`src/rtl/dmem_arb_pkg.sv`:
```
`default_nettype none
// ============================================================================
// Module  : dmem_arb_pkg
// Purpose : Shared types and constants for the data-memory arbiter.
//           arb_state_t  - transaction sequencer states
//           owner_t      - which requester owns the in-flight access
//           STALL_CNT_W  - width of the optional stall-cycle counter
// Revision: 1.0 - initial release
// ============================================================================
package dmem_arb_pkg;

    typedef enum logic [1:0] {
        IDLE  = 2'd0,
        ISSUE = 2'd1,
        WAIT  = 2'd2,
        RESP  = 2'd3
    } arb_state_t;

    typedef enum logic {
        OWN_CPU  = 1'b0,
        OWN_HOST = 1'b1
    } owner_t;

    localparam int STALL_CNT_W = 16;

endpackage : dmem_arb_pkg
`default_nettype wire

```
`src/rtl/dmem_arb_starve_ctr.sv`:
```
`default_nettype none
// ============================================================================
// Module  : dmem_arb_starve_ctr
// Purpose : Saturating counter of consecutive arbitration rounds the host
//           has lost to the CPU.
// Ports   : clk    - clock, rising edge
//           rst    - asynchronous reset, active-low
//           inc    - host lost an arbitration round this cycle
//           clr    - host was granted this cycle
//           at_max - counter has reached MAX (host must win next round)
// Revision: 1.0 - initial release
// ============================================================================
module dmem_arb_starve_ctr #(
    parameter int MAX = 4
) (
    input  logic clk,
    input  logic rst,
    input  logic inc,
    input  logic clr,
    output logic at_max
);

    localparam int            c_CNT_W = $clog2(MAX + 1);
    localparam logic [c_CNT_W-1:0] c_MAX = c_CNT_W'(MAX);

    logic [c_CNT_W-1:0] r_cnt;

    assign at_max = (r_cnt == c_MAX);

    always_ff @(posedge clk or negedge rst) begin
        if (!rst) begin
            r_cnt <= '0;
        end else if (clr) begin
            r_cnt <= '0;
        end else if (inc && !at_max) begin
            r_cnt <= r_cnt + c_CNT_W'(1);
        end
    end

endmodule : dmem_arb_starve_ctr
`default_nettype wire

```
`src/rtl/dmem_arbiter.sv`:
```
`default_nettype none
// ============================================================================
// Module  : dmem_arbiter
// Purpose : Shares a single-port data memory between the CPU load/store path
//           and a host loader/debug port. One transaction in flight at a
//           time (IDLE -> ISSUE -> WAIT -> RESP). CPU has priority; the host
//           is forced through after HOST_MAX_WAIT consecutive lost rounds.
// Ports   : clk, rst (async, active-low)
//           cpu_req/cpu_we/cpu_addr/cpu_wdata -> cpu_rdata, cpu_stall
//           host_req/host_we/host_addr/host_wdata -> host_gnt, host_rvalid,
//             host_rdata
//           mem_addr/mem_wdata/mem_read/mem_write <- mem_rdata
//           stall_cycles (only with DMEM_ARB_STALL_CNT_EN defined)
// Config  : DMEM_ARB_STALL_CNT_EN - adds a saturating 16-bit count of cycles
//           in which cpu_stall was high.
// Revision: 1.0 - initial release
// ============================================================================
module dmem_arbiter
    import dmem_arb_pkg::*;
#(
    parameter int ADDR_W        = 8,
    parameter int DATA_W        = 8,
    parameter int MEM_LAT       = 1,
    parameter int HOST_MAX_WAIT = 4
) (
    input  logic              clk,
    input  logic              rst,
    input  logic              cpu_req,
    input  logic              cpu_we,
    input  logic [ADDR_W-1:0] cpu_addr,
    input  logic [DATA_W-1:0] cpu_wdata,
    output logic [DATA_W-1:0] cpu_rdata,
    output logic              cpu_stall,
    input  logic              host_req,
    input  logic              host_we,
    input  logic [ADDR_W-1:0] host_addr,
    input  logic [DATA_W-1:0] host_wdata,
    output logic              host_gnt,
    output logic              host_rvalid,
    output logic [DATA_W-1:0] host_rdata,
    output logic [ADDR_W-1:0] mem_addr,
    output logic [DATA_W-1:0] mem_wdata,
    output logic              mem_read,
    output logic              mem_write,
    input  logic [DATA_W-1:0] mem_rdata
`ifdef DMEM_ARB_STALL_CNT_EN
    ,
    output logic [STALL_CNT_W-1:0] stall_cycles
`endif
);

    // Sized so MEM_LAT=1 still gets a 1-bit counter.
    localparam int                  c_WAIT_W    = $clog2(MEM_LAT + 1);
    localparam logic [c_WAIT_W-1:0] c_WAIT_LAST = c_WAIT_W'(MEM_LAT - 1);

    arb_state_t          r_state;
    arb_state_t          w_state_nxt;
    owner_t              r_owner;
    logic                r_we;
    logic [ADDR_W-1:0]   r_addr;
    logic [DATA_W-1:0]   r_wdata;
    logic [DATA_W-1:0]   r_rdata_q;
    logic [c_WAIT_W-1:0] r_wait_cnt;

    logic w_host_win;
    logic w_cpu_win;
    logic w_capture;
    logic w_starve_max;
    logic w_starve_inc;

    // ------------------------------------------------------------------
    // Next-state and arbitration
    // ------------------------------------------------------------------
    always_comb begin
        w_state_nxt = r_state;
        w_host_win  = 1'b0;
        w_cpu_win   = 1'b0;
        w_capture   = 1'b0;
        case (r_state)
            IDLE: begin
                if (host_req && (!cpu_req || w_starve_max)) begin
                    w_host_win  = 1'b1;
                    w_state_nxt = ISSUE;
                end else if (cpu_req) begin
                    w_cpu_win   = 1'b1;
                    w_state_nxt = ISSUE;
                end
            end
            ISSUE: w_state_nxt = WAIT;
            WAIT: begin
                if (r_wait_cnt == c_WAIT_LAST) begin
                    w_capture   = 1'b1;
                    w_state_nxt = RESP;
                end
            end
            RESP:    w_state_nxt = IDLE;
            default: w_state_nxt = IDLE;
        endcase
    end

    always_ff @(posedge clk or negedge rst) begin
        if (!rst) begin
            r_state <= IDLE;
        end else begin
            r_state <= w_state_nxt;
        end
    end

    // ------------------------------------------------------------------
    // Transaction latch, latency counter and read-data capture
    // ------------------------------------------------------------------
    always_ff @(posedge clk or negedge rst) begin
        if (!rst) begin
            r_owner    <= OWN_CPU;
            r_we       <= 1'b0;
            r_addr     <= '0;
            r_wdata    <= '0;
            r_rdata_q  <= '0;
            r_wait_cnt <= '0;
        end else begin
            if (w_host_win) begin
                r_owner <= OWN_HOST;
                r_we    <= host_we;
                r_addr  <= host_addr;
                r_wdata <= host_wdata;
            end else if (w_cpu_win) begin
                r_owner <= OWN_CPU;
                r_we    <= cpu_we;
                r_addr  <= cpu_addr;
                r_wdata <= cpu_wdata;
            end

            if (r_state == ISSUE) begin
                r_wait_cnt <= '0;
            end else if ((r_state == WAIT) && !w_capture) begin
                r_wait_cnt <= r_wait_cnt + c_WAIT_W'(1);
            end

            // Writes leave the previous read data untouched.
            if (w_capture && !r_we) begin
                r_rdata_q <= mem_rdata;
            end
        end
    end

    // ------------------------------------------------------------------
    // Starvation tracking: the host loses whenever the CPU wins while the
    // host is also requesting.
    // ------------------------------------------------------------------
    assign w_starve_inc = (r_state == IDLE) && host_req && cpu_req && !w_starve_max;

    dmem_arb_starve_ctr #(
        .MAX    (HOST_MAX_WAIT)
    ) u_starve_ctr (
        .clk    (clk),
        .rst    (rst),
        .inc    (w_starve_inc),
        .clr    (w_host_win),
        .at_max (w_starve_max)
    );

    // ------------------------------------------------------------------
    // Outputs
    // ------------------------------------------------------------------
    assign mem_addr    = r_addr;
    assign mem_wdata   = r_wdata;
    assign mem_read    = (r_state == ISSUE) && !r_we;
    assign mem_write   = (r_state == ISSUE) &&  r_we;
    assign host_gnt    = w_host_win;
    assign host_rvalid = (r_state == RESP) && (r_owner == OWN_HOST);
    assign host_rdata  = r_rdata_q;
    assign cpu_rdata   = r_rdata_q;
    assign cpu_stall   = cpu_req && !((r_state == RESP) && (r_owner == OWN_CPU));

`ifdef DMEM_ARB_STALL_CNT_EN
    logic [STALL_CNT_W-1:0] r_stall_cycles;

    always_ff @(posedge clk or negedge rst) begin
        if (!rst) begin
            r_stall_cycles <= '0;
        end else if (cpu_stall && (r_stall_cycles != '1)) begin
            r_stall_cycles <= r_stall_cycles + STALL_CNT_W'(1);
        end
    end

    assign stall_cycles = r_stall_cycles;
`endif

    // Host must hold its request until it is granted.
    a_host_req_held : assert property (
        @(posedge clk) disable iff (!rst)
        (host_req && !host_gnt) |=> host_req
    );

endmodule : dmem_arbiter
`default_nettype wire

```
`config.mk`:
```
export PLATFORM = sky130hd
export DESIGN_NAME = dmem_arbiter
export DESIGN_NICKNAME = d
export VERILOG_FILES = /design/src/rtl/dmem_arb_pkg.sv /design/src/rtl/dmem_arb_starve_ctr.sv /design/src/rtl/dmem_arbiter.sv
export SDC_FILE = /design/constraint.sdc
export NUM_CORES = 1
export LEC_CHECK = 0
export CAP_MARGIN = 40
export CORE_ASPECT_RATIO = 1.25
export CORE_MARGIN = 3
export CORE_UTILIZATION = 44
export DETAILED_ROUTE_END_ITERATION = 10
export PLACE_DENSITY = 0.91
export SYNTH_ARGS = -nofsm -noshare
export SYNTH_HDL_FRONTEND = slang
export SYNTH_SLANG_ARGS = --single-unit
```
`constraint.sdc`:
```
create_clock -name clk -period 4 [get_ports clk]
set_clock_uncertainty 0.2 [all_clocks]
set_input_delay 0.8 -clock clk [delete_from_list [all_inputs] [get_ports clk]]
set_output_delay 0.8 -clock clk [all_outputs]
set_load 0.01 [all_outputs]
```
After elaboration in Yosys (flattened, before gate mapping)
Cells that the tools add are included.
{ "totals": {"regBits": 32, "inputBits": 46, "output_inout_bits": 37, "elab_cells": 63} }
{ "classes": {"addsub": 2, "n_eq_ne": 6, "n_mux": 23, "bitwise": 1, "n_reduce_logical": 23} }
{ "ops": {"columns": ["op", "n"], "rows": [
  ["two-way mux 8 bit", 4],
  ["two-way mux 1 bit", 13],
  ["logical AND 1 bit", 12],
  ["case mux 2 bit (4 select lines)", 1],
  ["two-way mux 2 bit", 3],
  ["two-way mux 3 bit", 2],
  ["nonzero test 2 bit", 3],
  ["logical NOT 1 bit", 5],
  ["== test 2 bit (second input constant)", 2],
  ["adder 3 x 1 -> 3 bit (second input constant)", 1],
  ["== test 3 bit (second input constant)", 1],
  ["!= test 3 bit (second input constant)", 1],
  ["== test 2 x 1 -> 1 bit (second input constant)", 1],
  ["logical NOT 2 bit", 1],
  ["!= test 2 bit (second input constant)", 1],
  ["AND reduction 2 bit", 1],
  ["adder 1 bit (second input constant)", 1],
  ["logical OR 1 bit", 1],
  ["NOT 1 bit", 1]
]} }

Longest topological paths before layout
{ "depth": {"ltp_word": 7, "ltp_mapped": 7} }

Modules after synthesis
Synthesis repeated with hierarchy kept, for this count alone.
{ "unflattened": {"cells_unflattened": 168, "area_unflattened_um2": 1679.1} }
{ "modules_own_cells": {"columns": ["module", "instances", "cells_each", "area_per_inst_um2", "seq_area_each_um2"], "rows": [
  ["dmem_arbiter", 1, 150, 1486.4, 725.7],
  ["dmem_arb_starve_ctr", 1, 18, 192.7, 75.1]
]} }

Least setup slack after synthesis
OpenSTA, ideal clock, no wires.
{ "synth_timing": {"path_kind": "in2out", "from": "in cpu_req", "to": "out host_gnt", "t_arrival_ns": 1.462, "required_ns": 3.000, "setup_slack_ns": 1.538, "path_stages": 5, "path_buffers": 2, "cell_sequence": "a21boi_2 > or2_1 > buf_6 > buf_8 > inv_2"} }
{ "synth_via": {"elab_chain_len": 5} }
{ "synth_rtl": {"columns": ["item", "line_no", "source"], "rows": [
  ["start, declared", "dmem_arbiter.sv:28", "input logic cpu_req,"],
  ["logical NOT 1 bit", "dmem_arbiter.sv:81", "if (host_req && (!cpu_req || w_starve_max)) begin"],
  ["logical OR 1 bit", "dmem_arbiter.sv:81", null],
  ["logical AND 1 bit", "dmem_arbiter.sv:81", null],
  ["two-way mux 1 bit", "dmem_arbiter.sv:81", null],
  ["two-way mux 1 bit", "dmem_arbiter.sv:79", "case (r_state)"],
  ["end, declared", "dmem_arbiter.sv:38", "output logic host_gnt,"]
]} }
Every way passes these cells.

Final worst setup path
Ends and elaborated chain as after synthesis.

==> impl_metrics.ini <==
[outcome]
outcome = finished, final reports clean

[global_routing]
grt_pass1_wl_mm = 6.24
grt_max_degree = 36
grt_usage_pct = 18.3
grt_pass1_vias = 1418
grt_antenna_before_repair = 0
grt-ovfl-total = 0

[logic_synthesis]
synth_warnings = 0
yosys_most_used_dff = dfrtp_1
ys_types = 28
yosysSeqAreaShare_pct = 46.8
ys_seq_elements = 32
ys_top_cells_by_count = 32 x dfrtp_1, 21 x nor3b_1, 17 x a311o_1, 11 x nor2b_1, 10 x buf_4
synth_area_sq_um = 1710
synthArstFlopShare_pct = 100
synth.area.top_cells = dfrtp_1 47%, a311o_1 9.9%, nor3b_1 9.2%
synthCells = 145
syn-num-nets = 198
synth_top_area_share_pct = 46.8
synth_most_common_cell = dfrtp_1
synth_edf_count = 0
avgSynthCellArea_sq_um = 11.8
synth_top_area_cell = dfrtp_1

[power]
ir_drop_mv = 0.423
power.density_nw_per_um2 = 695
power_leakage_nw = 1.07

[floorplanning]
num_rows = 24
die_area_sq_um = 4680
pin_count = 83
die_w_microns = 61.8
die_h_microns = 75.7
core_area_sq_um = 3600
start_util_pct = 47.5

[worst_setup_path]
critical_path.cell_chain = clkdlybuf4s50_1 > a21boi_2 > or2_1 > inv_2 > clkdlybuf4s50_1
crit_type = in2out
critPathSlowestCell = clkdlybuf4s50_1
crit_top_cell = clkdlybuf4s50_1
crit_path_max_incr_delay_ns = 0.55
path_max_fanout = 6
cp_data_arrival_time_ns = 2.32
crit_required_ns = 3.00
crit_path_end_kind = output pin
worstSetupStartpointType = primary input

[hold_path]
hold_path_class = reg2reg

[sta]
hold_viol = 0
rsz0062_at_grt = no
fin_crit_ns = 3.32
tns_ns = 0
worstMarginPinSlew_ns = 0.434
finalMaxSlewViolations = 0
setup-violations-final = 0
slew_headroom_pct = 71.0
period_share_pct = 83.0
fmax_mhz = 301

[routing]
vias_per_cell = 5.47
routed_wl_mm = 3.96
wl_per_cell_microns = 15.1
via_count = 1432
drtIter0Drc = 32
drtAntennaViolNets = 0
drtPass1Iterations = 4
drc_errors = 0

[clock_tree]
hold_buffers = 0
clockRootBuffer = clkbuf_8
cts_resized = 0
path_clk_slew_ns = 0.06
cts_tree = yes
htree_levels = 2
clock_latency_ns = 0.29
numCtsBuffers = 5
cts.sinks = 32
cts_setup_buffers = 0
cts_buffer_depth = 2

[layout]
final_cells = 262
nets = 275
n_antenna_cell = 0
syn_to_final_growth_pct = 51.2
drive_gt1_share_pct = 7.62

[place]
dpl.cell_count = 254
place_hpwl_mm = 2.85
gp_congestion = 0.714
port-buffer-count = 82

[flow_run]
cap_violations = 0
-- placed cells by master, fill, tap and decap left out, drive strengths merged --
| master | count |
|---|---|
| dfrtp | 32 |
| ha | 7 |
| or2 | 1 |
| clkdlybuf4s50 | 82 |
| a311o | 17 |
| inv | 6 |
| o21a | 1 |
| o21ai | 4 |
| and2b | 7 |
| nor2b | 11 |
| clkbuf | 6 |
| a21oi | 1 |
| mux2 | 9 |
| o32a | 1 |
| buf | 5 |
| nand2 | 3 |
| a21boi | 2 |
| and2 | 2 |
| nand4 | 1 |
| nor3b | 22 |
| a21o | 1 |
| clkinv | 2 |
-- flip-flops by register name, summed over array words and instances, names as in the netlist --
register,count
r_state,2
r_wait_cnt,1
r_owner,1
cpu_rdata,8
u_starve_ctr.r_cnt,3
mem_wdata,8
r_we,1
mem_addr,8
-- path summary, 6_finish.rpt --
path / from / to / slack [ns] / cells after the start
max: cpu_req / host_gnt / 0.68 / 5
min: cpu_rdata[5]$_DFFE_PN0P_ / cpu_rdata[5]$_DFFE_PN0P_ / 0.31 / 1
max reg2reg: r_state[0]$_DFFE_PN0P_ / mem_addr[7]$_DFFE_PN0P_ / 1.92 / 6
min reg2reg: cpu_rdata[5]$_DFFE_PN0P_ / cpu_rdata[5]$_DFFE_PN0P_ / 0.31 / 1
max in group asynchronous: rst / cpu_rdata[4]$_DFFE_PN0P_ / 2.58 / 2
min in group asynchronous: rst / cpu_rdata[2]$_DFFE_PN0P_ / 0.71 / 2
-- stage by stage --
step	total power [W]	setup slack (ns)	area [sq um]	util, %	hold slack [ns]
after floorplan	0.00113	1.54	1710	-	0.274
after global placement	0.00153	0.722	2490	69.2	0.290
after detailed placement	0.00156	0.683	2490	69.2	0.300
after CTS	0.00183	0.680	2590	71.8	0.314
after global routing	0.00194	0.618	2590	71.8	0.335
final	0.00180	0.681	2590	71.8	0.309
-- per-layer routing --
| layer | part of all wire (%) | global-route usage [%] | vias up |
|---|---|---|---|
| met3 | 11 | 9.32 | 4 |
| li1 | - | - | 668 |
| met1 | 39 | 18.7 | 691 |
| met2 | 49 | 32.0 | 69 |
| met5 | 0 | 0 | - |
| met4 | 0.81 | 5.66 | 0 |
-- final cells by class --
class                      instances  area, sq um
clock buffer                       6         82.6
clock inverter                     2         10.0
fill                             272         1020
inverter                           6         22.5
multi-input combinational         90          764
sequential                        32          801
tap                               39         48.8
timing repair buffer              87          858
-- logic make-up (layout without fill, tap and decap cells) --
kind of cell | count (synthesis) | in the layout | share of synthesized area [%]
flops | 32 | 32 | 46.8
mux | 9 | 9 | 5.92
buf+inv | 23 | 101 | 8.55
simple gates | 47 | 47 | 19.7
compound gates | 27 | 27 | 14.0
fa+ha+maj | 7 | 7 | 5.12
-- critical path, delay by kind of cell --
family	cells	cell delay, ns
buffers and inverters	3	1.09
AND/OR/NAND/NOR	1	0.24
AO/OA/AOI/OAI	1	0.19
-- power by group --
part           switching, W  total, W  internal, W
logic              0.000391  0.000970     0.000579
clock network      0.000118  0.000256     0.000137
registers         0.0000928  0.000574     0.000481
Power figures use the tool's default switching activity.
